### src/rtl/ntt_pkg.sv
// Shared definitions for the NTT butterfly datapath.
//   Q, W       : default modulus and coefficient width (Kyber-sized)
//   mode_e     : butterfly flavour carried per beat
//   mod_add    : (a + b) mod q, one conditional subtract
//   mod_sub    : (a - b) mod q, one conditional add
// Both helpers take operands already reduced to [0, q-1].
package ntt_pkg;

  localparam int unsigned Q = 3329;
  localparam int unsigned W = 12;

  typedef enum logic {
    ModeCt = 1'b0,  // Cooley-Tukey, forward transform
    ModeGs = 1'b1   // Gentleman-Sande, inverse transform
  } mode_e;

  function automatic logic [W-1:0] mod_add(input logic [W-1:0] a, input logic [W-1:0] b,
                                           input logic [W:0]   q);
    logic [W:0] sum;
    sum = {1'b0, a} + {1'b0, b};
    if (sum >= q) begin
      sum = sum - q;
    end
    return sum[W-1:0];
  endfunction

  function automatic logic [W-1:0] mod_sub(input logic [W-1:0] a, input logic [W-1:0] b,
                                           input logic [W:0]   q);
    logic [W:0] diff;
    diff = {1'b0, a} - {1'b0, b};
    // Underflow wraps modulo 2^(W+1); adding q lands back in [0, q-1].
    if (a < b) begin
      diff = diff + q;
    end
    return diff[W-1:0];
  endfunction

endpackage

### src/rtl/mod_multiplier.sv
// Combinational modular multiplier: y = (a * b) mod Q.
//   a, b : W-bit operands in [0, Q-1]
//   y    : W-bit reduced product
module mod_multiplier #(
  parameter int unsigned W = 12,
  parameter int unsigned Q = 3329
) (
  input  logic [W-1:0] a,
  input  logic [W-1:0] b,
  output logic [W-1:0] y
);

  localparam logic [2*W-1:0] QWide = (2*W)'(Q);

  logic [2*W-1:0] prod;

  always_comb begin
    prod = {{W{1'b0}}, a} * {{W{1'b0}}, b};
    y    = W'(prod % QWide);
  end

endmodule

### src/rtl/ntt_butterfly.sv
// Pipelined NTT butterfly, three register stages with valid/ready flow control.
//   Mode 0 (CT): t = b*w, x = a+t, y = a-t          (all mod Q)
//   Mode 1 (GS): x = a+b, y = (a-b)*w               (all mod Q)
// Ports:
//   clk, rst_n                : clock, asynchronous active-low reset
//   in_valid/in_ready         : input handshake; in_mode, in_a, in_b, in_w operands
//   out_valid/out_ready       : output handshake; out_x, out_y results
//   occupancy                 : number of valid stages (0-3)
// Both modes feed the single multiplier with (S1 b-lane, S1 w), so S1 holds either the
// raw a/b (CT) or the pre-add/sub results (GS), and S3 either post-add/subs (CT) or
// passes through (GS).
module ntt_butterfly #(
  parameter int unsigned Q = ntt_pkg::Q,
  parameter int unsigned W = ntt_pkg::W
) (
  input  logic         clk,
  input  logic         rst_n,
  input  logic         in_valid,
  output logic         in_ready,
  input  logic         in_mode,
  input  logic [W-1:0] in_a,
  input  logic [W-1:0] in_b,
  input  logic [W-1:0] in_w,
  output logic         out_valid,
  input  logic         out_ready,
  output logic [W-1:0] out_x,
  output logic [W-1:0] out_y,
  output logic [1:0]   occupancy
);

  localparam logic [W:0] QExt = (W+1)'(Q);

  logic         s1_valid_q, s2_valid_q, s3_valid_q;
  logic         s1_ready, s2_ready, s3_ready;
  logic         s1_mode_q, s2_mode_q;
  logic [W-1:0] s1_a_q, s1_b_q, s1_w_q;
  logic [W-1:0] s2_a_q, s2_p_q;
  logic [W-1:0] s3_x_q, s3_y_q;
  logic [W-1:0] s1_a_d, s1_b_d;
  logic [W-1:0] s3_x_d, s3_y_d;
  logic [W-1:0] prod;

  // A stage may load when it is empty or its contents move on this cycle.
  assign s3_ready = !s3_valid_q || out_ready;
  assign s2_ready = !s2_valid_q || s3_ready;
  assign s1_ready = !s1_valid_q || s2_ready;
  assign in_ready = s1_ready;

  always_comb begin
    s1_a_d = in_a;
    s1_b_d = in_b;
    if (in_mode == ntt_pkg::ModeGs) begin
      s1_a_d = ntt_pkg::mod_add(in_a, in_b, QExt);
      s1_b_d = ntt_pkg::mod_sub(in_a, in_b, QExt);
    end
  end

  mod_multiplier #(
    .W (W),
    .Q (Q)
  ) u_mod_multiplier (
    .a (s1_b_q),
    .b (s1_w_q),
    .y (prod)
  );

  always_comb begin
    s3_x_d = s2_a_q;
    s3_y_d = s2_p_q;
    if (s2_mode_q == ntt_pkg::ModeCt) begin
      s3_x_d = ntt_pkg::mod_add(s2_a_q, s2_p_q, QExt);
      s3_y_d = ntt_pkg::mod_sub(s2_a_q, s2_p_q, QExt);
    end
  end

  always_ff @(posedge clk or negedge rst_n) begin
    if (!rst_n) begin
      s1_valid_q <= 1'b0;
      s2_valid_q <= 1'b0;
      s3_valid_q <= 1'b0;
      s1_mode_q  <= 1'b0;
      s2_mode_q  <= 1'b0;
      s1_a_q     <= '0;
      s1_b_q     <= '0;
      s1_w_q     <= '0;
      s2_a_q     <= '0;
      s2_p_q     <= '0;
      s3_x_q     <= '0;
      s3_y_q     <= '0;
    end else begin
      if (s1_ready) begin
        s1_valid_q <= in_valid;
      end
      if (s1_ready && in_valid) begin
        s1_mode_q <= in_mode;
        s1_a_q    <= s1_a_d;
        s1_b_q    <= s1_b_d;
        s1_w_q    <= in_w;
      end
      if (s2_ready) begin
        s2_valid_q <= s1_valid_q;
      end
      if (s2_ready && s1_valid_q) begin
        s2_mode_q <= s1_mode_q;
        s2_a_q    <= s1_a_q;
        s2_p_q    <= prod;
      end
      if (s3_ready) begin
        s3_valid_q <= s2_valid_q;
      end
      if (s3_ready && s2_valid_q) begin
        s3_x_q <= s3_x_d;
        s3_y_q <= s3_y_d;
      end
    end
  end

  assign out_valid = s3_valid_q;
  assign out_x     = s3_x_q;
  assign out_y     = s3_y_q;
  assign occupancy = {1'b0, s1_valid_q} + {1'b0, s2_valid_q} + {1'b0, s3_valid_q};

endmodule

### config.mk
export PLATFORM = sky130hd
export DESIGN_NAME = ntt_butterfly
export DESIGN_NICKNAME = d
export VERILOG_FILES = /design/src/rtl/ntt_pkg.sv /design/src/rtl/mod_multiplier.sv /design/src/rtl/ntt_butterfly.sv
export SDC_FILE = /design/constraint.sdc
export NUM_CORES = 1
export LEC_CHECK = 0
export CORE_UTILIZATION = 45
export CTS_CLUSTER_DIAMETER = 150
export CTS_CLUSTER_SIZE = 10
export DETAILED_ROUTE_END_ITERATION = 16
export GPL_TIMING_DRIVEN = 0
export HOLD_SLACK_MARGIN = 0.05
export PLACE_DENSITY = 0.59
export SLEW_MARGIN = 20
export SYNTH_ARGS = -nofsm -noshare
export SYNTH_HDL_FRONTEND = slang
export SYNTH_HIERARCHICAL = 1
export SYNTH_SLANG_ARGS = --single-unit
### constraint.sdc
create_clock -name clk -period 22.5 [get_ports clk]
set_input_delay 4.5 -clock clk [delete_from_list [all_inputs] [get_ports clk]]
set_output_delay 4.5 -clock clk [all_outputs]
set_load 0.1 [all_outputs]
==> results of run 1 <==
-- kinds of logic (layout without fill, tap and decap cells) --
| family | count (synthesis) | count (layout) | share of synthesized area, % |
|---|---|---|---|
| muxes | 61 | 61 | 3.57 |
| adders and majority gates | 227 | 227 | 19.5 |
| and+or+nand+nor | 907 | 907 | 24.9 |
| buffers and inverters | 296 | 380 | 6.40 |
| AOI/OAI and AO/OA | 698 | 698 | 27.4 |
| xor gates and xnor gates | 134 | 134 | 6.38 |
| DFF | 89 | 89 | 12.0 |
-- layout make-up --
type | instances | area share (%)
Buffer | 106 | 2.36
Clock buffer | 10 | 1.13
Clock inverter | 6 | 0.339
Inverter | 190 | 3.51
Multi-Input combinational cell | 2027 | 75.0
Sequential cell | 89 | 11.0
Tap cell | 532 | 3.28
Timing Repair Buffer | 68 | 3.45
-- Yosys cell counts, types with 9 or more instances --
library cell  number
a2111oi_0         12
a211o_1           19
a211oi_1          36
a21o_1            27
a21oi_1          121
a22oi_1           10
a31o_2             9
a31oi_1           35
a41oi_1           10
and2_1            74
and3_1            28
buf_2             23
clkbuf_1          68
dfrtp_1           89
fa_1             105
ha_1             120
inv_1            190
mux2_2            28
mux2i_1           30
nand2_1          272
nand2b_1          23
nand3_1           81
nand4_1           29
nand4b_1          10
nor2_1           167
nor2b_1           17
nor3_1            60
nor3b_1           20
nor4_1            21
o2111ai_1         16
o211a_1           10
o211ai_1          31
o21a_1            24
o21ai_0          128
o21ai_1           15
o22ai_1           15
o31a_1            17
o31ai_1           13
or2_2             16
or3_1             34
xnor2_1           94
xor2_1            38
-- tightest hold or removal path: cells and delay by family, from the launching register on --
| family | cells | cell delay, ps |
|---|---|---|
| flip-flops | 1 | 340 |
| AND/OR/NAND/NOR | 2 | 100 |
-- sequential cells by signal, indices dropped and copies added, names as in the netlist --
signal / cells
s1_valid_q: 1
out_y: 12
s2_p_q: 12
s1_a_q: 12
s2_valid_q: 1
s1_w_q: 12
s1_b_q: 12
s2_mode_q: 1
out_x: 12
out_valid: 1
s2_a_q: 12
s1_mode_q: 1
-- through the flow --
stage	hold WS, ps	worst slack [ps]	instance area [µm²]	utilization (%)
final	471	1900	20300	49.7
after global routing	496	503	20300	49.7
after CTS	481	2090	20300	49.7
after detailed placement	464	2170	20000	49.0
after global placement	461	2090	20000	48.9
after floorplan	443	5220	18600	-
-- path summary, 6_finish.rpt --
path / start / end / slack (ps) / cells after the start
max in group asynchronous: rst_n / s1_w_q[10]$_DFFE_PN0P_ / 17900 / 2
setup reg to reg: s1_w_q[5]$_DFFE_PN0P_ / s2_p_q[7]$_DFFE_PN0P_ / 1900 / 68
min in group asynchronous: rst_n / out_y[10]$_DFFE_PN0P_ / 4000 / 1
hold reg to reg: out_y[8]$_DFFE_PN0P_ / out_y[8]$_DFFE_PN0P_ / 470 / 2
hold / removal: out_y[8]$_DFFE_PN0P_ / out_y[8]$_DFFE_PN0P_ / 470 / 2
setup / recovery: s1_w_q[5]$_DFFE_PN0P_ / s2_p_q[7]$_DFFE_PN0P_ / 1900 / 68
-- layer usage --
layer	global-route usage, %	vias to the layer above	share of wire (%)
li1	-	8934	-
met4	3.54	0	1.1
met2	39.9	494	45
met3	2.57	43	4.7
met5	0	-	0
met1	38.3	9031	49
==> results_dict.tcl, run 1 <==
set metrics [dict create \
    clock_tree.buffer_depth 2 \
    drive_gt1_share_pct 7.57 \
    ant_nets 0 \
    rsz0062_at_grt "no" \
    syn_inst 2412 \
    cts_resized 0 \
    antenna_found_initial 0 \
    status "completed" \
    worst-setup-path-type "flop to flop" \
    cpPeakStageDelay_ps 690 \
    regArea_um2 2230 \
    io_pins 69 \
    grt_usage_pct 25.5 \
    post_cts.repair.setup_buffers 0 \
    syn_area_per_cell_um2 7.72 \
    grt_start_max_net_pins 67 \
    drv_slew 0 \
    clkTransAtPathRegs_ps 70 \
    synth_area_leaders "dfrtp_1, fa_1, ha_1" \
    die_y_um 205 \
    wirelength_um 54300 \
    final_cell_mix "nand2_1, inv_1, nor2_1, o21ai_0, a21oi_1" \
    area_delta_synth_final_pct 8.97 \
    detail_route.drc_violations 0 \
    synth_async_sr_flop_share_pct 100 \
    period_needed_ps 20600 \
    fin_crit_sh_pct 91.5 \
    worstPathArrival_ps 20830 \
    slew_headroom_pct 23.9 \
    clockRootBuffer "clkbuf_16" \
    synth.top_cell.area_share_pct 12.0 \
    hold_class "flop to flop" \
    clock.fmax_mhz 48.5 \
    yosysUniqueCellTypes 126 \
    crit_family "simple AND/OR/NAND/NOR gates" \
    globalplace.congestion 0.897 \
    tightest_slew_ps 1140 \
    numClockSinks 89 \
    io_buffers 67 \
    placed_cells 3012 \
    num_antenna_cells 0 \
    clock_latency_ps 350 \
    coreArea_um2 40800 \
    path_common_cell "inv_1" \
    die_x_um 205 \
    synth_ff_type "dfrtp_1" \
    yosys.area.top_type "dfrtp_1" \
    cts_tree "done" \
    end_kind "flop" \
    hpwlAfterDp_um 44500 \
    postCtsHoldBufs 0 \
    critPathRequiredTime_ps 22730 \
    avgRoutedWirePerCell_um 17.9 \
    finClkSkew_ps 9.74 \
    ys_seq_area_share_pct 12.0 \
    dr.pass1.iters 6 \
    grt_pass1_wl_um 88400 \
    crit_buf_inv 15 \
    multiInputGateArea_um2 15200 \
    ys_warn_count 6 \
    ys_ff_latch 89 \
    maxCapViolCount 0 \
    syn_nets 2678 \
    viasPerCell 6.11 \
    grt_pass1_vias 17100 \
    setup_viol_count_final 0 \
    gr-total-overflow 0 \
    worst-path-max-fanout 10 \
    h-tree-depth 3 \
    vias 18500 \
    dieArea_um2 42200 \
    finalSetupTns_ps 0 \
    cts_buffers 9 \
    rows 74 \
    hold_viol 0 \
    mostFrequentLayoutCell "nand2_1" \
    num-fill-cells 4088 \
    netlist_area_um2 18600 \
    stdcell_count 3028 \
    start_util_pct 45.6 \
    synth_edf_count 0 \
    drt_iter0_markers 1448 \
    slowest_stage "nor4_1" \
    critPathLaunchType "flop" \
    final_nets 2757 \
]
Power of run 1 is not shown: default switching activity piles up to over one toggle a cycle in this logic, so the estimate is an artifact.
==> run 2: changes to the inputs <==
- CORE_MARGIN: default -> 10
==> results_dict.tcl, run 2 (same netlist as run 1, synthesis figures left out) <==
set metrics [dict create \
    finalSetupTns_ps 0 \
    setup_viol_count_final 0 \
    hpwlAfterDp_um 45600 \
    r2r_cells 67 \
    rows 74 \
    grt_pass1_wl_um 91000 \
    drive_gt1_share_pct 7.65 \
    globalplace.congestion 0.903 \
    drt_iter0_markers 1304 \
    start_util_pct 45.5 \
    grt_pass1_vias 17500 \
    finClkSkew_ps 15.0 \
    dr.pass1.iters 5 \
    die_y_um 223 \
    post_cts.repair.setup_buffers 0 \
    period_needed_ps 20840 \
    stdcell_count 3028 \
    multiInputGateArea_um2 15200 \
    die_x_um 223 \
    detail_route.drc_violations 0 \
    dieArea_um2 49900 \
    worstPathArrival_ps 21070 \
    critPathLaunchType "flop" \
    numClockSinks 89 \
    rsz0062_at_grt "no" \
    cts_buffers 9 \
    final_cell_mix "nand2_1, inv_1, nor2_1, o21ai_0, a21oi_1" \
    fin_crit_sh_pct 92.6 \
    slew_headroom_pct 30.5 \
    area_delta_synth_final_pct 9.07 \
    num_antenna_cells 0 \
    clock_latency_ps 350 \
    io_buffers 67 \
    vias 18500 \
    hold_class "flop to flop" \
    ant_nets 0 \
    antenna_found_initial 1 \
    maxCapViolCount 0 \
    gr-total-overflow 0 \
    clkTransAtPathRegs_ps 70 \
    tightest_slew_ps 1040 \
    wirelength_um 55700 \
    coreArea_um2 40900 \
    status "completed" \
    io_pins 69 \
    fin_hold_ws_ps 480 \
    h-tree-depth 3 \
    avgRoutedWirePerCell_um 18.4 \
    crit_start "s1_b_q[6]$_DFFE_PN0P_" \
    mostFrequentLayoutCell "nand2_1" \
    clock.fmax_mhz 48.0 \
    grt_usage_pct 21.5 \
    cts_resized 0 \
    worst-path-max-fanout 10 \
    drv_slew 0 \
    min_to "out_y[8]$_DFFE_PN0P_" \
    viasPerCell 6.10 \
    regArea_um2 2230 \
    path_common_cell "buf_2" \
    num-fill-cells 4071 \
    hold_viol 0 \
    fin_util_pct 49.6 \
    cpPeakStageDelay_ps 600 \
    placed_cells 3012 \
    clockRootBuffer "clkbuf_16" \
    timing.rr.end "s2_p_q[7]$_DFFE_PN0P_" \
    end_kind "flop" \
    slowest_stage "a311oi_4" \
    critPathRequiredTime_ps 22730 \
    cts_tree "done" \
    worst-setup-path-type "flop to flop" \
    r2r-start "s1_b_q[6]$_DFFE_PN0P_" \
    postCtsHoldBufs 0 \
    crit_buf_inv 13 \
    crit_family "compound AO/OA/AOI/OAI gates" \
    rrSetupSlack_ps 1660 \
    grt_start_max_net_pins 67 \
    clock_tree.buffer_depth 2 \
    final_nets 2757 \
    hold_depth 2 \
    hold_start "out_y[8]$_DFFE_PN0P_" \
]
## run 2: through the flow
step	area [µm²]	setup slack, ps
CTS	20300	1940
detailed placement	20000	2000
finish	20300	1660
global placement	20000	2080
floorplan	18600	5220
global route	20300	227
## run 2: cell type report
cell class                 count  share of cell area (%)
sequential                    89                    11.0
tap                          532                    3.28
inverter                     190                    3.51
multi-input combinational   2027                    74.9
clock inverter                 7                   0.413
buffer                       106                    2.36
clock buffer                   9                    1.11
timing repair buffer          68                    3.44
## run 2: how the worst max path moves through the flow
stage,endpoint,cells past startpoint
final,s2_p_q[7]$_DFFE_PN0P_,67
after detailed placement,s2_p_q[7]$_DFFE_PN0P_,67
after global routing,s2_p_q[7]$_DFFE_PN0P_,67
after floorplan,s2_p_q[7]$_DFFE_PN0P_,67
after global placement,s2_p_q[7]$_DFFE_PN0P_,66
after CTS,s2_p_q[7]$_DFFE_PN0P_,67
## run 2: tightest hold or removal path: stages (launching register included)
cell and delay [ps]:
dfrtp_1 350, nand2_1 50, nand2_1 50
## run 2: metal layers
| metal | share of wire, % | track usage, % |
|---|---|---|
| met1 | 49 | 31.0 |
| met2 | 45 | 33.9 |
| met3 | 4.8 | 2.63 |
| met5 | 0.036 | 0 |
| met4 | 1.4 | 3.47 |
Power of run 2 is left out for the same reason.
==> run 3: changes to the inputs <==
- CORE_ASPECT_RATIO: default -> 0.75
==> results_dict.tcl, run 3 (same netlist as run 1, synthesis figures left out) <==
set metrics [dict create \
    maxCapViolCount 0 \
    period_needed_ps 21140 \
    hold_viol 0 \
    vias 18700 \
    clock_tree.buffer_depth 2 \
    io_buffers 67 \
    drive_gt1_share_pct 7.65 \
    die_y_um 196 \
    viasPerCell 6.17 \
    cts_buffers 9 \
    tightest_slew_ps 1050 \
    drt_iter0_markers 1649 \
    antenna_found_initial 0 \
    io_pins 69 \
    cpPeakStageDelay_ps 680 \
    ant_nets 0 \
    critPathRequiredTime_ps 22750 \
    clockRootBuffer "clkbuf_16" \
    critPathLaunchType "flop" \
    slew_headroom_pct 29.6 \
    wirelength_um 56900 \
    h-tree-depth 3 \
    status "completed" \
    setup_viol_count_final 0 \
    num-fill-cells 4074 \
    rsz0062_at_grt "no" \
    area_delta_synth_final_pct 8.94 \
    finalSetupTns_ps 0 \
    fin_area_um2 20300 \
    post_cts.repair.setup_buffers 0 \
    dr.pass1.iters 5 \
    worstPathArrival_ps 21390 \
    final_nets 2757 \
    hold_class "flop to flop" \
    finClkSkew_ps 5.39 \
    grt_pass1_vias 17300 \
    mostFrequentLayoutCell "nand2_1" \
    globalplace.congestion 0.924 \
    clock_latency_ps 370 \
    drv_slew 0 \
    dieArea_um2 50000 \
    gr-total-overflow 0 \
    postCtsHoldBufs 0 \
    grt_pass1_wl_um 93400 \
    cts_resized 0 \
    rows 64 \
    start_util_pct 45.6 \
    final_cell_mix "nand2_1, inv_1, nor2_1, o21ai_0, a21oi_1" \
    grt_start_max_net_pins 68 \
    slowest_stage "nor4_1" \
    detail_route.drc_violations 0 \
    coreArea_um2 40800 \
    fin_crit_sh_pct 93.9 \
    cts_tree "done" \
    die_x_um 255 \
    dpl_cell_area_um2 20000 \
    worst-setup-path-type "flop to flop" \
    end_kind "flop" \
    avgRoutedWirePerCell_um 18.8 \
    clkTransAtPathRegs_ps 70 \
    hpwlAfterDp_um 47300 \
    numClockSinks 89 \
    worst-path-max-fanout 10 \
    clock.fmax_mhz 47.3 \
    grt_usage_pct 22.5 \
]
==> run 3: cell types whose count changed in the layout (fill, tap and decap cells not counted) <==
cell        delta
clkinvlp_4     +2
diode_2        +1
bufinv_16      -1
inv_8          +1
clkinv_4       -2
==> run 3: critical path: cells and delay by family (launching register included) <==
kind	cells	cell delay [ps]
flops	1	480
simple gates	17	5460
buf+inv	10	1930
compound gates	25	8480
mux	1	280
fa+ha+maj	8	3340
xor+xnor	4	1010
==> run 3: path summary, 6_finish.rpt <==
path,startpoint,slack [ps],end,cells past startpoint
setup / recovery,s1_w_q[5]$_DFFE_PN0P_,1360,s2_p_q[7]$_DFFE_PN0P_,65
hold / removal,out_y[8]$_DFFE_PN0P_,490,out_y[8]$_DFFE_PN0P_,2
setup reg to reg,s1_w_q[5]$_DFFE_PN0P_,1360,s2_p_q[7]$_DFFE_PN0P_,65
hold reg to reg,out_y[8]$_DFFE_PN0P_,490,out_y[8]$_DFFE_PN0P_,2
max in group asynchronous,rst_n,17900,s1_b_q[7]$_DFFE_PN0P_,2
min in group asynchronous,rst_n,3980,out_y[10]$_DFFE_PN0P_,1
==> run 3: per-stage QoR <==
stage               setup WS [ps]  instances  hold slack, ps  util (%)
floorplan                    5220       2412             443         -
global placement             1910       3007             465      48.9
detailed placement           1950       3008             475      49.0
CTS                          1880       3024             493      49.7
global route                  329       3024             516      49.7
finish                       1360       3025             486      49.7
==> run 3: routing by layer <==
metal  track usage, %  wire, µm  vias up
met1             36.0     29500     9096
li1                 -         -     8948
met4             2.86       438        0
met3             3.72      4150       30
met5                0         0        -
met2             30.8     22800      590
==> run 3: final cells by class <==
class                           instances  area [µm²]  area share, %
Sequential cell                        89        2230           11.0
Clock inverter                          7        62.6          0.308
Buffer                                106         479           2.36
Clock buffer                            9         225           1.11
Antenna cell                            1        2.50         0.0123
Tap cell                              528         661           3.26
Multi-Input combinational cell       2027       15200           75.0
Inverter                              190         713           3.51
Timing Repair Buffer                   68         699           3.45
Power of run 3 is left out for the same reason.
